<file path="config.mk">
export PLATFORM = sky130hd
export DESIGN_NAME = dmem_arbiter_flat
export DESIGN_NICKNAME = d
export VERILOG_FILES = /design/src/rtl/dmem_arbiter_pkg.sv /design/src/rtl/dmem_arbiter_if.sv /design/src/rtl/dmem_arbiter_rr_arb2.sv /design/src/rtl/dmem_arbiter.sv /design/src/flat_wrapper.sv
export SDC_FILE = /design/constraint.sdc
export NUM_CORES = 1
export LEC_CHECK = 0
export CORE_UTILIZATION = 36
export DETAILED_ROUTE_END_ITERATION = 8
export PLACE_DENSITY = 0.76
export SYNTH_ARGS = -nofsm -noshare
export SYNTH_HDL_FRONTEND = slang
export SYNTH_SLANG_ARGS = --single-unit
</file>
<file path="constraint.sdc">
create_clock -name iClk -period 3.6 [get_ports iClk]
set_clock_uncertainty 0.05 [all_clocks]
set_input_delay 0.36 -clock iClk [delete_from_list [all_inputs] [get_ports iClk]]
set_output_delay 0.36 -clock iClk [all_outputs]
set_load 0.03 [all_outputs]
</file>
<file path="src/rtl/dmem_arbiter_pkg.sv">
// dmem_arbiter_pkg: shared types and defaults for the data-memory arbiter.
//   state_t      - arbiter FSM states (IDLE / ACCESS / DONE)
//   REQ_CPU/DMA  - requester IDs used as grant values
//   DMEM_ADDR_W  - default word-address width into dmem
//   DMEM_DATA_W  - default data width
package dmem_arbiter_pkg;

    localparam int unsigned DMEM_ADDR_W = 14;
    localparam int unsigned DMEM_DATA_W = 32;

    typedef enum logic [1:0] {
        ST_IDLE   = 2'd0,
        ST_ACCESS = 2'd1,
        ST_DONE   = 2'd2
    } state_t;

    localparam logic REQ_CPU = 1'b0;
    localparam logic REQ_DMA = 1'b1;

endpackage

</file>
<file path="src/rtl/dmem_arbiter_if.sv">
// dmem_arbiter_if: bundles both requester handshakes and the dmem bus.
//   Port 0 (CPU) : iReq0 iWe0 iAddr0 iWrData0 -> oAck0 oRdData0
//   Port 1 (DMA) : iReq1 iWe1 iAddr1 iWrData1 -> oAck1 oRdData1
//   dmem side    : oMemAddr oMemWrData oMemWr oMemRd <- iMemRdData
//   status       : oBusy
//   modport slave  - the arbiter's view
//   modport master - the requesters' / memory's view
interface dmem_arbiter_if
    import dmem_arbiter_pkg::*;
#(
    parameter int unsigned ADDR_W = DMEM_ADDR_W,
    parameter int unsigned DATA_W = DMEM_DATA_W
) ();

    logic              iReq0;
    logic              iWe0;
    logic [ADDR_W-1:0] iAddr0;
    logic [DATA_W-1:0] iWrData0;
    logic              oAck0;
    logic [DATA_W-1:0] oRdData0;

    logic              iReq1;
    logic              iWe1;
    logic [ADDR_W-1:0] iAddr1;
    logic [DATA_W-1:0] iWrData1;
    logic              oAck1;
    logic [DATA_W-1:0] oRdData1;

    logic [ADDR_W-1:0] oMemAddr;
    logic [DATA_W-1:0] oMemWrData;
    logic              oMemWr;
    logic              oMemRd;
    logic [DATA_W-1:0] iMemRdData;
    logic              oBusy;

    modport slave (
        input  iReq0, iWe0, iAddr0, iWrData0,
        input  iReq1, iWe1, iAddr1, iWrData1,
        input  iMemRdData,
        output oAck0, oRdData0, oAck1, oRdData1,
        output oMemAddr, oMemWrData, oMemWr, oMemRd, oBusy
    );

    modport master (
        output iReq0, iWe0, iAddr0, iWrData0,
        output iReq1, iWe1, iAddr1, iWrData1,
        output iMemRdData,
        input  oAck0, oRdData0, oAck1, oRdData1,
        input  oMemAddr, oMemWrData, oMemWr, oMemRd, oBusy
    );

endinterface

</file>
<file path="src/rtl/dmem_arbiter_rr_arb2.sv">
// rr_arb2: combinational two-way round-robin pick.
//   req[1:0] - request lines (bit 0 = CPU, bit 1 = DMA)
//   pointer  - port favoured when both request
//   grant    - winning requester ID
//   anyReq   - at least one request present
module rr_arb2
    import dmem_arbiter_pkg::*;
(
    input  logic [1:0] req,
    input  logic       pointer,
    output logic       grant,
    output logic       anyReq
);

    always_comb begin
        anyReq = |req;
        grant  = REQ_CPU;
        case (req)
            2'b01:   grant = REQ_CPU;
            2'b10:   grant = REQ_DMA;
            2'b11:   grant = pointer;
            default: grant = REQ_CPU;
        endcase
    end

endmodule

</file>
<file path="src/rtl/dmem_arbiter.sv">
// dmem_arbiter: shares a single-port, level-sensitive dmem between the CPU
// load/store stage (port 0) and the DMA/debug loader (port 1).
//   iClk, iRst - clock, asynchronous active-high reset
//   bus        - dmem_arbiter_if.slave: both req/ack ports plus the dmem bus
// Each access runs IDLE -> ACCESS -> DONE; every output is a register, so the
// dmem address, data and strobes are glitch-free and stable for the whole
// ACCESS cycle.
module dmem_arbiter
    import dmem_arbiter_pkg::*;
#(
    parameter int unsigned ADDR_W = DMEM_ADDR_W,
    parameter int unsigned DATA_W = DMEM_DATA_W
) (
    input logic           iClk,
    input logic           iRst,
    dmem_arbiter_if.slave bus
);

    state_t            state, stateNext;
    logic              pointer, pointerNext;
    logic              grantQ, weQ;
    logic [ADDR_W-1:0] memAddrQ;
    logic [DATA_W-1:0] memWrDataQ;
    logic [DATA_W-1:0] rdData0Q, rdData1Q;
    logic              memWrQ, memRdQ, ack0Q, ack1Q, busyQ;

    logic              arbGrant, anyReq, grantNow;
    logic              selWe;
    logic [ADDR_W-1:0] selAddr;
    logic [DATA_W-1:0] selWrData;
    logic              ack0Next, ack1Next, capture0, capture1;

    rr_arb2 uArb (
        .req     ({bus.iReq1, bus.iReq0}),
        .pointer (pointer),
        .grant   (arbGrant),
        .anyReq  (anyReq)
    );

    always_comb begin
        selWe     = bus.iWe0;
        selAddr   = bus.iAddr0;
        selWrData = bus.iWrData0;
        if (arbGrant == REQ_DMA) begin
            selWe     = bus.iWe1;
            selAddr   = bus.iAddr1;
            selWrData = bus.iWrData1;
        end
    end

    always_comb begin
        stateNext   = state;
        pointerNext = pointer;
        grantNow    = 1'b0;
        ack0Next    = 1'b0;
        ack1Next    = 1'b0;
        capture0    = 1'b0;
        capture1    = 1'b0;
        case (state)
            ST_IDLE: begin
                if (anyReq) begin
                    stateNext   = ST_ACCESS;
                    grantNow    = 1'b1;
                    pointerNext = ~arbGrant;
                end
            end
            ST_ACCESS: begin
                stateNext = ST_DONE;
                ack0Next  = (grantQ == REQ_CPU);
                ack1Next  = (grantQ == REQ_DMA);
                capture0  = !weQ && (grantQ == REQ_CPU);
                capture1  = !weQ && (grantQ == REQ_DMA);
            end
            ST_DONE: stateNext = ST_IDLE;
            default: stateNext = ST_IDLE;
        endcase
    end

    // Strobes are computed from the grant decision so they are registered
    // into the ACCESS cycle itself and drop again on the edge leaving it.
    always_ff @(posedge iClk or posedge iRst) begin
        if (iRst) begin
            state      <= ST_IDLE;
            pointer    <= REQ_CPU;
            grantQ     <= REQ_CPU;
            weQ        <= 1'b0;
            memAddrQ   <= '0;
            memWrDataQ <= '0;
            rdData0Q   <= '0;
            rdData1Q   <= '0;
            memWrQ     <= 1'b0;
            memRdQ     <= 1'b0;
            ack0Q      <= 1'b0;
            ack1Q      <= 1'b0;
            busyQ      <= 1'b0;
        end else begin
            state   <= stateNext;
            pointer <= pointerNext;
            if (grantNow) begin
                grantQ     <= arbGrant;
                weQ        <= selWe;
                memAddrQ   <= selAddr;
                memWrDataQ <= selWrData;
            end
            if (capture0) rdData0Q <= bus.iMemRdData;
            if (capture1) rdData1Q <= bus.iMemRdData;
            memWrQ <= grantNow && selWe;
            memRdQ <= grantNow && !selWe;
            ack0Q  <= ack0Next;
            ack1Q  <= ack1Next;
            busyQ  <= (stateNext != ST_IDLE);
        end
    end

    assign bus.oMemAddr   = memAddrQ;
    assign bus.oMemWrData = memWrDataQ;
    assign bus.oMemWr     = memWrQ;
    assign bus.oMemRd     = memRdQ;
    assign bus.oAck0      = ack0Q;
    assign bus.oAck1      = ack1Q;
    assign bus.oRdData0   = rdData0Q;
    assign bus.oRdData1   = rdData1Q;
    assign bus.oBusy      = busyQ;

endmodule

</file>
<file path="src/flat_wrapper.sv">
// flat-port wrapper written by rule: the top's interface ports become plain ports
module dmem_arbiter_flat import dmem_arbiter_pkg::*;
#(
    parameter int unsigned ADDR_W = DMEM_ADDR_W,
    parameter int unsigned DATA_W = DMEM_DATA_W
)
  (iClk, iRst, bus_iReq0, bus_iWe0, bus_iAddr0, bus_iWrData0, bus_iReq1, bus_iWe1, bus_iAddr1, bus_iWrData1, bus_iMemRdData, bus_oAck0, bus_oRdData0, bus_oAck1, bus_oRdData1, bus_oMemAddr, bus_oMemWrData, bus_oMemWr, bus_oMemRd, bus_oBusy);
  dmem_arbiter_if #(.ADDR_W(ADDR_W), .DATA_W(DATA_W)) bus_i ();
  input logic iClk;
  input logic iRst;
  input wire logic [$bits(bus_i.iReq0)-1:0] bus_iReq0;
  input wire logic [$bits(bus_i.iWe0)-1:0] bus_iWe0;
  input wire logic [$bits(bus_i.iAddr0)-1:0] bus_iAddr0;
  input wire logic [$bits(bus_i.iWrData0)-1:0] bus_iWrData0;
  input wire logic [$bits(bus_i.iReq1)-1:0] bus_iReq1;
  input wire logic [$bits(bus_i.iWe1)-1:0] bus_iWe1;
  input wire logic [$bits(bus_i.iAddr1)-1:0] bus_iAddr1;
  input wire logic [$bits(bus_i.iWrData1)-1:0] bus_iWrData1;
  input wire logic [$bits(bus_i.iMemRdData)-1:0] bus_iMemRdData;
  output wire logic [$bits(bus_i.oAck0)-1:0] bus_oAck0;
  output wire logic [$bits(bus_i.oRdData0)-1:0] bus_oRdData0;
  output wire logic [$bits(bus_i.oAck1)-1:0] bus_oAck1;
  output wire logic [$bits(bus_i.oRdData1)-1:0] bus_oRdData1;
  output wire logic [$bits(bus_i.oMemAddr)-1:0] bus_oMemAddr;
  output wire logic [$bits(bus_i.oMemWrData)-1:0] bus_oMemWrData;
  output wire logic [$bits(bus_i.oMemWr)-1:0] bus_oMemWr;
  output wire logic [$bits(bus_i.oMemRd)-1:0] bus_oMemRd;
  output wire logic [$bits(bus_i.oBusy)-1:0] bus_oBusy;
  assign bus_i.iReq0 = bus_iReq0;
  assign bus_i.iWe0 = bus_iWe0;
  assign bus_i.iAddr0 = bus_iAddr0;
  assign bus_i.iWrData0 = bus_iWrData0;
  assign bus_i.iReq1 = bus_iReq1;
  assign bus_i.iWe1 = bus_iWe1;
  assign bus_i.iAddr1 = bus_iAddr1;
  assign bus_i.iWrData1 = bus_iWrData1;
  assign bus_i.iMemRdData = bus_iMemRdData;
  assign bus_oAck0 = bus_i.oAck0;
  assign bus_oRdData0 = bus_i.oRdData0;
  assign bus_oAck1 = bus_i.oAck1;
  assign bus_oRdData1 = bus_i.oRdData1;
  assign bus_oMemAddr = bus_i.oMemAddr;
  assign bus_oMemWrData = bus_i.oMemWrData;
  assign bus_oMemWr = bus_i.oMemWr;
  assign bus_oMemRd = bus_i.oMemRd;
  assign bus_oBusy = bus_i.oBusy;
  dmem_arbiter #(.ADDR_W(ADDR_W), .DATA_W(DATA_W)) u_core (.iClk(iClk), .iRst(iRst), .bus(bus_i));
endmodule
</file>
# Yosys cells after proc, flatten, opt, wreduce, memory -nomap -nowiden
# Cells that the tools add are included.
[totals]
inputBits = 130
latch_bits = 0
ram_bits = 0
memories = 0
romBits = 0
output_inout_bits = 115
word_cells = 40
reg_bits = 120
[classes]
n_div = 0
bitwise_logic = 2
n_shift = 0
eq_ne = 3
n_mul = 0
n_lt_le_gt_ge = 0
mux = 12
n_reduce_logical = 10
addsub = 0
[ops]
columns = ["cell", "n"]
rows = [
  ["$mux W32", 1],
  ["$mux W14", 1],
  ["$mux W1", 7],
  ["$eq A2 B2 Y1 const B", 2],
  ["$logic_and A1 B1 Y1", 4],
  ["$pmux W2 S2", 1],
  ["$eq A2 B1 Y1 const B", 1],
  ["$logic_not A1 Y1", 2],
  ["$logic_not A2 Y1", 1],
  ["$mux W2", 1],
  ["$not A1 Y1", 2],
  ["$pmux W1 S2", 1],
  ["$reduce_and A2 Y1", 1],
  ["$reduce_bool A2 Y1", 1],
  ["$reduce_or A2 Y1", 1],
]

# Longest topological paths before layout
[depth]
word_depth = 5
mapped_depth = 5
ltp_nobuf = 4

# By module
# Synthesis repeated with hierarchy kept, for this count alone.
[unflattened]
hier_cells = 313
area_unflattened_um2 = 5196.2
[by_module_without_submodules]
columns = ["mod", "area_per_inst_um2", "seq_area_each_um2", "instances", "cells_each"]
rows = [
  ["dmem_arbiter", 5178.7, 3002.9, 1, 310],
  ["rr_arb2", 17.5, 0.0, 1, 3],
]

# Least setup slack after synthesis
# No wires, ideal clock.
[synth_path]
path_type = "register to register"
from = "register u_core.state[1]"
to = "register u_core.rdData0Q[20] (netlist: u_core.bus.oRdData0[20])"
n_path_buf = 1
t_arrival_ns = 1.349
setup_ns = 0.125
synth_period_minus_slack_ns = 1.523
t_required_ns = 3.425
path_stages_with_launch = 5
path_slack_ns = 2.077
cell_sequence = "dfrtp_1 nand2b_1 nor3_2 buf_4 mux2_2"
[synth_via]
elab_chain_len = 2
[synth_rtl]
columns = ["element", "line", "source"]
rows = [
  ["start, declared", "dmem_arbiter.sv:19", "state_t state, stateNext;"],
  ["start signal, assigned", "dmem_arbiter.sv:97", "state <= stateNext;"],
  ["$eq A2 B1 Y1", "dmem_arbiter.sv:59", "case (state)"],
  ["$mux W1", "dmem_arbiter.sv:59", ""],
  ["end signal, assigned", "dmem_arbiter.sv:105", "if (capture0) rdData0Q <= bus.iMemRdData;"],
  ["end, declared", "dmem_arbiter.sv:24", "logic [DATA_W-1:0] rdData0Q, rdData1Q;"],
]
# Every way passes these cells.
# A chain may end at the register's enable or synchronous reset.

# Worst setup path after layout
[layout_path]
from = "register u_core.grantQ"
to = "register u_core.rdData1Q[14] (netlist: u_core.bus.oRdData1[14])"
[layout_via]
elab_chain_len = 2
[layout_rtl]
columns = ["element", "line", "source"]
rows = [
  ["start, declared", "dmem_arbiter.sv:21", "logic grantQ, weQ;"],
  ["start signal, assigned", "dmem_arbiter.sv:100", "grantQ <= arbGrant;"],
  ["$logic_and A1 B1 Y1", "dmem_arbiter.sv:72", "capture1 = !weQ && (grantQ == REQ_DMA);"],
  ["$mux W1", "dmem_arbiter.sv:59", ""],
  ["end signal, assigned", "dmem_arbiter.sv:106", "if (capture1) rdData1Q <= bus.iMemRdData;"],
  ["end, declared", "dmem_arbiter.sv:24", ""],
]
# Every way passes these cells.

==> reports/metrics.cfg <==
[synth]
syn-num-nets=460
async_reset_ff_share_pct=100
synth_compound_area_share_pct=17.5
synth_top_flop_cell=dfrtp_1
yosys-top-cells-area=dfrtp_1, mux2_1, a221o_1, o21a_1, mux2_2
synth_top_area_cell=dfrtp_1
synth-edff-count=0
netlist_area_um2=4860
synth_top_family_by_area=compound AO/OA/AOI/OAI gates
synth_cell_type_count=27
synth.most_common_cell=dfrtp_1
synth-simple-area-share_pct=2.03
synth.avg_cell_area_um2=14.7
yosys_warnings=0
synth_common_cells=dfrtp_1, mux2_1, a221o_1, o21a_1
yosysSeqAreaShare_pct=61.7
synth-xor-area-share_pct=0
netlist_instances=330
synth-seq-cells=120
synthMuxAreaShare_pct=14.8
synth_adder_area_share_pct=0
yosysTopAreaCellShare_pct=61.7

[clock_tree]
cts_buffer_depth=2
cts_tree=built
holdBufCountCts=0
cts_htree_levels=4
clockRootBuffer=clkbuf_16
cts.sinks=120
cts_resized=0
numCtsBuffers=17
cts_setup_buffers=0
path_clk_slew_ns=0.05
clkLatencyLatePin_ns=0.40

[placed_design]
portBuffers=244
dp.cells=728
hpwl_mm=9.20
routabilityCongestion=0.759
place_ws_ns=1.38

[drt]
first_pass_iters=4
drt-wirelength-per-cell_um=17.2
vias=3856
initialDrtViolationCount=196
drc=0
antenna_left=0
viasPerCell=5.08
drt_wl_total_mm=13.1

[sta]
fin_setup_tns_ns=0
rsz0062_at_grt=no
finalSetupViolCount=0
max_freq_mhz=490
period_needed_ns=2.04
tightest_slew_ns=0.967
fin_hold_ws_ns=0.367
relSlewSlack_pct=35.4
hold_viol_final=0
setup_ws_ns=1.56
drv_slew=0
finalCritPeriodShare_pct=56.6

[worst_setup_path]
reg2reg_from=u_core.grantQ
r2r_slack_ns=1.56
path_max_fanout=32
crit_type=flop to flop
cp-start-kind=flop
reg2reg_to=u_core.bus.oRdData1[14]
end_kind=flop
cp_data_required_time_ns=3.83
cp.arrival_ns=2.27
r2r_cells=3

[pwr]
p_leak_uw=0.00336
pwr_density_cell_nw_per_um2=1020
ir_drop_mv=0.437

[cells_and_area]
drive_above_1_share_pct=8.92
n_fill_cell=1026
finalNonFillerCells=759
num_antenna_cells=0
area_growth_pct=64.8
nNetsFinal=701

[outcome]
status=completed

[floorplanning]
die_x_um=118
die_y_um=118
fp.dieArea_um2=14000
start_util_pct=36.9
io_pins=245
coreArea_um2=13200
num_rows=42

[global_route]
track_usage_pct=19.3
grt_start_max_net_pins=69
grt_pass1_vias=4032
antenna_found_initial=0
grt_pass1_wl_mm=20.9
overflow=0

[hold_path]
hold_path_class=input port to asynchronous set/reset pin

[run]
maxCapViolations=0

-- state kept, by name, summed over array words and instances (netlist names) --
name                   flops
u_core.bus.oBusy           1
u_core.bus.oRdData0       32
u_core.bus.oRdData1       32
u_core.pointer             1
u_core.bus.oMemAddr       14
u_core.grantQ              1
u_core.bus.oAck1           1
u_core.bus.oMemRd          1
u_core.bus.oAck0           1
u_core.bus.oMemWrData     32
u_core.bus.oMemWr          1
u_core.weQ                 1
u_core.state               2
-- cells by family (layout without fill, tap and decap cells) --
kind of cell           Yosys count  count (layout)
muxes                           64              64
buffers and inverters           31             284
DFF                            120             120
AOI/OAI and AO/OA               99              99
and+or+nand+nor                 16              16
-- worst max-delay path: stages, from the launching register on --
cell	delay [ns]
dfrtp_1	0.44
and3b_1	0.21
nor2b_4	0.79
mux2_1	0.40
-- stage by stage --
step	utilization, %	total power [µW]	cell area (µm²)
floorplan	-	4830	4860
global placement	56.4	6430	7430
detailed placement	56.4	6540	7430
CTS	60.8	8230	8020
global route	60.8	8540	8020
finish	60.8	8140	8020
-- placed cells by master (no fill, tap or decap), types with 4 or more instances in the layout --
master / n
mux2_1: 54
dfrtp_1: 120
clkdlybuf4s50_1: 244
mux2_2: 10
clkbuf_8: 4
clkbuf_16: 17
buf_4: 4
o21a_1: 46
clkinv_2: 6
a221o_1: 46
-- power breakdown --
group          internal [µW]  switching, µW  leakage (µW)  total [µW]
sequential              2020            359       0.00147        2380
clock                   1080            564      0.000291        1640
combinational           1880           2240       0.00160        4110
-- worst max-delay path by stage --
stage	from	slack, ns	to	cells past startpoint
after detailed placement	bus_iReq0	1.38	u_core.bus.oMemWrData[24]	5
after CTS	u_core.grantQ	1.50	u_core.bus.oRdData1[14]	3
after global routing	u_core.grantQ	1.44	u_core.bus.oRdData1[5]	3
final	u_core.grantQ	1.56	u_core.bus.oRdData1[14]	3
after floorplan	iRst	0.004	u_core.bus.oAck0	1
after global placement	bus_iReq0	1.48	u_core.bus.oMemAddr[3]	5
-- routing by layer --
| layer | up-vias | global-route usage [%] | share of wire [%] |
|---|---|---|---|
| li1 | 1737 | - | - |
| met1 | 1904 | 23.3 | 42 |
| met2 | 200 | 31.3 | 48 |
| met3 | 15 | 7.82 | 9.6 |
| met4 | 0 | 6.41 | 1.3 |
| met5 | - | 0 | 0 |
-- final cells by class --
| cell class | count | area (µm²) | share of cell area (%) |
|---|---|---|---|
| Clock buffer | 22 | 484 | 6.04 |
| Multi-Input combinational cell | 179 | 1700 | 21.2 |
| Tap cell | 176 | 220 | 2.75 |
| Clock inverter | 9 | 97.6 | 1.22 |
| Timing Repair Buffer | 249 | 2490 | 31.1 |
| Inverter | 4 | 17.5 | 0.219 |
| Sequential cell | 120 | 3000 | 37.5 |
No activity file was read; power rests on OpenSTA's default activity.
